===== config.mk =====
export PLATFORM = sky130hd
export DESIGN_NAME = ll_display
export DESIGN_NICKNAME = d
export VERILOG_FILES = /design/src/rtl/ll_pkg.sv /design/src/rtl/bcdaddsub4.sv /design/src/rtl/ll_bcdabs.sv /design/src/rtl/ssdec.sv /design/src/rtl/ll_display.sv
export SDC_FILE = /design/constraint.sdc
export NUM_CORES = 1
export LEC_CHECK = 0
export ABC_AREA = 1
export CAP_MARGIN = 15
export CORE_ASPECT_RATIO = 1.2
export CORE_UTILIZATION = 54
export CTS_BUF_LIST = sky130_fd_sc_hd__clkbuf_16
export DETAILED_ROUTE_END_ITERATION = 10
export PLACE_DENSITY = 0.91
export SETUP_SLACK_MARGIN = 0.3
export SYNTH_ARGS = -nofsm -noshare
export SYNTH_HDL_FRONTEND = slang
export SYNTH_HIERARCHICAL = 1
export SYNTH_SLANG_ARGS = --single-unit

===== constraint.sdc =====
create_clock -name clk -period 21.9 [get_ports clk]
set_clock_uncertainty 0.1 [all_clocks]
set_input_delay 2.19 -clock clk [delete_from_list [all_inputs] [get_ports clk]]
set_output_delay 2.19 -clock clk [all_outputs]
set_load 0.02 [all_outputs]

===== src/rtl/ll_pkg.sv =====
// Shared types and constants for the lunar lander display stage.
// Latency: n/a (types and constants only).
// Backpressure: n/a.
package ll_pkg;

    typedef enum logic [1:0] {
        SEL_ALT    = 2'd0,
        SEL_VEL    = 2'd1,
        SEL_FUEL   = 2'd2,
        SEL_THRUST = 2'd3
    } sel_t;

    typedef enum logic [1:0] {
        FL_FLYING  = 2'd0,
        FL_LANDED  = 2'd1,
        FL_CRASHED = 2'd2
    } flight_t;

    localparam logic [4:0] KEY_W = 5'd16;
    localparam logic [4:0] KEY_X = 5'd17;
    localparam logic [4:0] KEY_Y = 5'd18;
    localparam logic [4:0] KEY_Z = 5'd19;

    localparam logic [7:0] GLYPH_ALT    = 8'h77;
    localparam logic [7:0] GLYPH_VEL    = 8'h3E;
    localparam logic [7:0] GLYPH_FUEL   = 8'h71;
    localparam logic [7:0] GLYPH_THRUST = 8'h78;
    localparam logic [7:0] GLYPH_MINUS  = 8'h40;

    localparam logic [3:0] NEG_THRESH = 4'h5;

    function automatic logic [7:0] label_glyph(input sel_t s);
        logic [7:0] g;
        g = GLYPH_ALT;
        case (s)
            SEL_ALT:    g = GLYPH_ALT;
            SEL_VEL:    g = GLYPH_VEL;
            SEL_FUEL:   g = GLYPH_FUEL;
            SEL_THRUST: g = GLYPH_THRUST;
            default:    g = GLYPH_ALT;
        endcase
        return g;
    endfunction

endpackage


===== src/rtl/bcdaddsub4.sv =====
// 4-digit BCD adder/subtractor: s = a + b (op=0) or a - b (op=1), carry dropped.
// Latency: combinational.
// Backpressure: n/a.
module bcdaddsub4 (
    input  logic [15:0] a,
    input  logic [15:0] b,
    input  logic        op,
    output logic [15:0] s
);
    always_comb begin
        logic       c;
        logic [3:0] bd;
        logic [4:0] t;
        c  = op;
        bd = '0;
        t  = '0;
        s  = '0;
        for (int i = 0; i < 4; i++) begin
            // Nine's complement of each digit plus the initial carry gives ten's complement.
            bd = op ? (4'd9 - b[i*4 +: 4]) : b[i*4 +: 4];
            t  = {1'b0, a[i*4 +: 4]} + {1'b0, bd} + {4'b0, c};
            if (t > 5'd9) begin
                t = t + 5'd6;
                c = 1'b1;
            end else begin
                c = 1'b0;
            end
            s[i*4 +: 4] = t[3:0];
        end
    end
endmodule


===== src/rtl/ll_bcdabs.sv =====
// Splits a ten's-complement BCD value into sign and magnitude.
// Latency: combinational.
// Backpressure: n/a.
module ll_bcdabs
    import ll_pkg::*;
(
    input  logic [15:0] val,
    output logic        neg,
    output logic [15:0] mag
);
    logic [15:0] diff;

    bcdaddsub4 u_sub (
        .a  (16'h0000),
        .b  (val),
        .op (1'b1),
        .s  (diff)
    );

    // 5000 negates to itself, so it still shows as -5000.
    assign neg = (val[15:12] >= NEG_THRESH);
    assign mag = neg ? diff : val;
endmodule


===== src/rtl/ssdec.sv =====
// Hex nibble to seven-segment glyph (gfedcba, decimal point always off).
// Latency: combinational.
// Backpressure: n/a.
module ssdec (
    input  logic [3:0] in,
    output logic [7:0] out
);
    always_comb begin
        out = 8'h00;
        case (in)
            4'h0: out = 8'h3F;
            4'h1: out = 8'h06;
            4'h2: out = 8'h5B;
            4'h3: out = 8'h4F;
            4'h4: out = 8'h66;
            4'h5: out = 8'h6D;
            4'h6: out = 8'h7D;
            4'h7: out = 8'h07;
            4'h8: out = 8'h7F;
            4'h9: out = 8'h6F;
            4'hA: out = 8'h77;
            4'hB: out = 8'h7C;
            4'hC: out = 8'h39;
            4'hD: out = 8'h5E;
            4'hE: out = 8'h79;
            4'hF: out = 8'h71;
        endcase
    end
endmodule


===== src/rtl/ll_display.sv =====
// Lander display: key-selected quantity on seven-segment digits plus flight status LEDs.
// Latency: one registered stage; key or flag takes effect at its edge, display one edge later.
// Backpressure: none; free-running, every input sampled each cycle.
module ll_display
    import ll_pkg::*;
#(
    parameter int BLINK_HALF = 25
) (
    input  logic        clk,
    input  logic        rst_n,
    input  logic [4:0]  keyout,
    input  logic        keyclk,
    input  logic [15:0] alt,
    input  logic [15:0] vel,
    input  logic [15:0] fuel,
    input  logic [15:0] thrust,
    input  logic        land,
    input  logic        crash,
    output logic [7:0]  ss7,
    output logic [7:0]  ss6,
    output logic [7:0]  ss5,
    output logic [7:0]  ss4,
    output logic [7:0]  ss3,
    output logic [7:0]  ss2,
    output logic [7:0]  ss1,
    output logic [7:0]  ss0,
    output logic        red,
    output logic        green,
    output logic        blue
);
    localparam int CW = (2 * BLINK_HALF > 1) ? $clog2(2 * BLINK_HALF) : 1;
    localparam logic [CW-1:0] HALF_C = CW'(BLINK_HALF);
    localparam logic [CW-1:0] LAST_C = CW'(2 * BLINK_HALF - 1);

    sel_t            sel_q, sel_d;
    flight_t         flight_q, flight_d;
    logic [CW-1:0]   cnt_q, cnt_d;
    logic            keyclk_q, keyclk_d;
    logic [7:0][7:0] seg_q, seg_d;
    logic            red_q, red_d, green_q, green_d, blue_q, blue_d;

    logic [15:0]     val;
    logic            neg;
    logic [15:0]     mag;
    logic [3:0][7:0] glyph;
    logic            blank;

    ll_bcdabs u_abs (
        .val (val),
        .neg (neg),
        .mag (mag)
    );

    for (genvar g = 0; g < 4; g++) begin : g_dec
        ssdec u_dec (
            .in  (mag[g*4 +: 4]),
            .out (glyph[g])
        );
    end

    always_comb begin
        keyclk_d = keyclk;
        sel_d    = sel_q;
        if (keyclk && !keyclk_q) begin
            case (keyout)
                KEY_Z:   sel_d = SEL_ALT;
                KEY_Y:   sel_d = SEL_VEL;
                KEY_X:   sel_d = SEL_FUEL;
                KEY_W:   sel_d = SEL_THRUST;
                default: sel_d = sel_q;
            endcase
        end

        val = alt;
        case (sel_q)
            SEL_ALT:    val = alt;
            SEL_VEL:    val = vel;
            SEL_FUEL:   val = fuel;
            SEL_THRUST: val = thrust;
            default:    val = alt;
        endcase

        flight_d = flight_q;
        if (flight_q == FL_FLYING) begin
            if (crash)     flight_d = FL_CRASHED;
            else if (land) flight_d = FL_LANDED;
        end

        // Counter idles at 0 while flying, so entering a terminal state starts a fresh period.
        cnt_d = '0;
        if (flight_q != FL_FLYING) begin
            cnt_d = (cnt_q == LAST_C) ? '0 : cnt_q + 1'b1;
        end
        blank = (flight_q != FL_FLYING) && (cnt_q >= HALF_C);

        seg_d    = '0;
        seg_d[7] = label_glyph(sel_q);
        seg_d[4] = neg ? GLYPH_MINUS : 8'h00;
        seg_d[3] = (mag[15:12] != 4'h0) ? glyph[3] : 8'h00;
        seg_d[2] = (mag[15:8]  != 8'h0) ? glyph[2] : 8'h00;
        seg_d[1] = (mag[15:4]  != 12'h0) ? glyph[1] : 8'h00;
        seg_d[0] = glyph[0];
        if (blank) begin
            seg_d[4:0] = '0;
        end

        red_d   = (flight_d == FL_CRASHED);
        green_d = (flight_d == FL_LANDED);
        blue_d  = (flight_d == FL_FLYING);
    end

    always_ff @(posedge clk or negedge rst_n) begin
        if (!rst_n) begin
            sel_q    <= SEL_ALT;
            flight_q <= FL_FLYING;
            cnt_q    <= '0;
            keyclk_q <= 1'b0;
            seg_q    <= '0;
            red_q    <= 1'b0;
            green_q  <= 1'b0;
            blue_q   <= 1'b0;
        end else begin
            sel_q    <= sel_d;
            flight_q <= flight_d;
            cnt_q    <= cnt_d;
            keyclk_q <= keyclk_d;
            seg_q    <= seg_d;
            red_q    <= red_d;
            green_q  <= green_d;
            blue_q   <= blue_d;
        end
    end

    assign ss7   = seg_q[7];
    assign ss6   = seg_q[6];
    assign ss5   = seg_q[5];
    assign ss4   = seg_q[4];
    assign ss3   = seg_q[3];
    assign ss2   = seg_q[2];
    assign ss1   = seg_q[1];
    assign ss0   = seg_q[0];
    assign red   = red_q;
    assign green = green_q;
    assign blue  = blue_q;
endmodule


==> results.toml <==
[synth]
synth_cells = 797
ys_types = 38
synth_area_sq_um = 5343
yosys.area.top_type = "dfrtp_1"
yosysWarnings = 6
synth.most_common_cell = "nand2_1"
yosys.area.top_type_share_pct = 24.36
ys_seq_elements = 52
synth_edf_count = 0
syn_avg_cell_area_sq_um = 6.703
synthTopCellsByCount = "nand2_1 (282), inv_1 (105), nor2_1 (60)"
synthTopCellsByArea = "dfrtp_1 (24%), nand2_1 (20%), ha_1 (13%)"
ys_async_sr_fraction_pct = 100.0
synth_flop_cell = "dfrtp_1"
yosysSeqAreaShare_pct = 24.36

[place]
post_dp_cell_area_sq_um = 6469
port_buffers = 116
dpl.hpwl_um = 8709
dp_slack_ps = 10710
gp_congestion = 0.8858

[timing]
setup_ws_ps = 10990
setup_tns_ps = 0
finalCritPeriodShare_pct = 49.80
rsz0062_at_grt = "no"
finalSetupViolations = 0
hold_viol = 0
worstMarginPinSlew_ps = 644.7
relSlewSlack_pct = 57.01
period_minus_slack_ps = 10910
max_clock_freq_mhz = 91.68
slew_viol_final = 0
worst_hold_slack_ps = 442.9

[global_route]
met3_usage_pct = 2.401
antenna_found_initial = 0
met1_usage_pct = 25.01
grt_max_degree = 53
grt_pass1_wl_um = 19630
track_usage_pct = 22.93
overflow = 0
grt_pass1_vias = 4775
grt_busiest_layer = "met2"
grtUsageMet2_pct = 43.97

[clocking]
cts_resized = 0
cts_root_buf = "clkbuf_16"
cts_num_sinks = 52
postCtsSetupRepairBufs = 0
hold_buffers = 0
numCtsBuffers = 5
htreeDepth = 2
clock_path_buffers = 2
tritoncts = "yes"
clk_pin_slew_worst_paths_ps = 70
insertion_delay_ps = 290

[setup_path]
critPathBufInv = 10
critPathArrivalTime_ps = 11020
start_kind = "primary input"
critPathTopFamily = "adder cells"
crit_type = "in2reg"
cp.required_ps = 22010
cp_slowest_stage_delay_ps = 530
worstPathMaxFanout = 10
worstSetupEndpointType = "flop"
critical_path.slowest_cell = "a21boi_1"

[power]
swShare_pct = 56.64
power.density_nw_per_um2 = 147.9
p_int_uw = 423.7
pwr-share-comb_pct = 82.2
p_leak_nw = 3.651
p_clk_share_pct = 7.5
p_switching_uw = 553.5
ir_drop_v = 0.00007621
p_seq_share_pct = 10.3

[finish]
multiInputGateArea_sq_um = 3415
nets = 1054
antenna_cells = 0
design_area_sq_um = 6608
area_delta_synth_final_pct = 23.68
final-seq-area_sq_um = 1301
drive_above_1_share_pct = 6.957
fillers = 832

[die]
rows = 39
io_pins = 141
die_w_um = 92.80
initial_core_util_pct = 55.86
dieArea_sq_um = 10300
core_sq_um = 9564
die_y_um = 111.0

[drt]
via_count = 5011
dr.first_iter.drc_count = 184
routedWlPerCell_um = 10.61
wirelength_um = 11060
drcViolationCount = 0
ant_nets = 0
viasPerCell = 4.804
firstDrtPassIters = 6

[status]
outcome = "complete, no violations"

[flow_run]
cap_violations = 0

[worst_hold_path]
hold_path.class = "reg2reg"
## power groups by stage
stage          registers, mW  logic [mW]  clock network (mW)
2_1_floorplan          0.104       0.665                   0
3_3_place_gp           0.102       0.769                   0
3_5_place_dp           0.102       0.788                   0
4_1_cts                0.101       0.796              0.0758
5_1_grt                0.101       0.931              0.0805
6_report               0.101       0.803              0.0737
## through the flow
| stage | total power, mW | cells | util [%] |
|---|---|---|---|
| after global placement | 0.8713 | 1035 | 67.63 |
| final | 0.9771 | 1043 | 69.09 |
| after global routing | 1.113 | 1043 | 69.09 |
| after detailed placement | 0.8900 | 1035 | 67.63 |
| after CTS | 0.9729 | 1043 | 69.09 |
| after floorplan | 0.7695 | 841 | - |
## cell families after synthesis
group	after synthesis	share of synthesized area, %
simple gates	458	37.66
buf+inv	161	14.82
fa+ha+maj	61	15.27
flops	52	24.36
compound gates	43	4.895
xor+xnor	14	2.436
other cells	8	0.5621
## layout make-up
| class | instances | area share (%) |
|---|---|---|
| Multi-Input combinational cell | 628 | 51.68 |
| Sequential cell | 52 | 19.69 |
| Inverter | 114 | 6.476 |
| Clock inverter | 3 | 0.2083 |
| Tap cell | 123 | 2.329 |
| Clock buffer | 5 | 1.894 |
| Timing Repair Buffer | 118 | 17.72 |
## state kept, by name, summed over array words and instances, names as in the netlist
name      flops
ss0           8
ss1           8
ss2           8
ss3           8
cnt_q         6
ss7           5
flight_q      2
sel_q         2
blue          1
green         1
keyclk_q      1
red           1
ss4           1
## path summary, 6_finish.rpt
check / slack (ps) / to / start / cells past startpoint
setup / recovery: 10990 / ss1[4] / thrust[1] / 55
hold / removal: 440 / cnt_q[0] / cnt_q[0] / 1
setup reg to reg: 12360 / ss1[4] / sel_q[0] / 56
hold reg to reg: 440 / cnt_q[0] / cnt_q[0] / 1
max in group asynchronous: 19380 / ss7[5] / rst_n / 2
min in group asynchronous: 1900 / cnt_q[0] / rst_n / 2
## per-layer routing
layer  wire length [um]  share of wire, %
met3                426               3.9
met1               4587                41
met5                  0                 0
met4                277               2.5
met2               5771                52
## cell usage in the layout, fill, tap and decap left out, drive strengths merged
cell / synthesis / routed
o21bai: 1 / 1
o211ai: 1 / 1
o21ai: 18 / 18
or2: 1 / 1
inv: 114 / 114
clkdlybuf4s50: 0 / 115
clkbuf: 1 / 5
a21o: 5 / 5
nor2: 65 / 65
conb: 8 / 52
nand3b: 4 / 4
fa: 7 / 7
nand2: 305 / 305
a21oi: 12 / 12
xnor2: 10 / 10
nor3: 1 / 1
nand4: 17 / 17
a31oi: 5 / 5
xor2: 4 / 4
clkinv: 0 / 3
ha: 54 / 54
dfrtp: 52 / 52
nand3: 65 / 65
a21boi: 1 / 1
buf: 46 / 3
(Power assumes the default switching activity.)
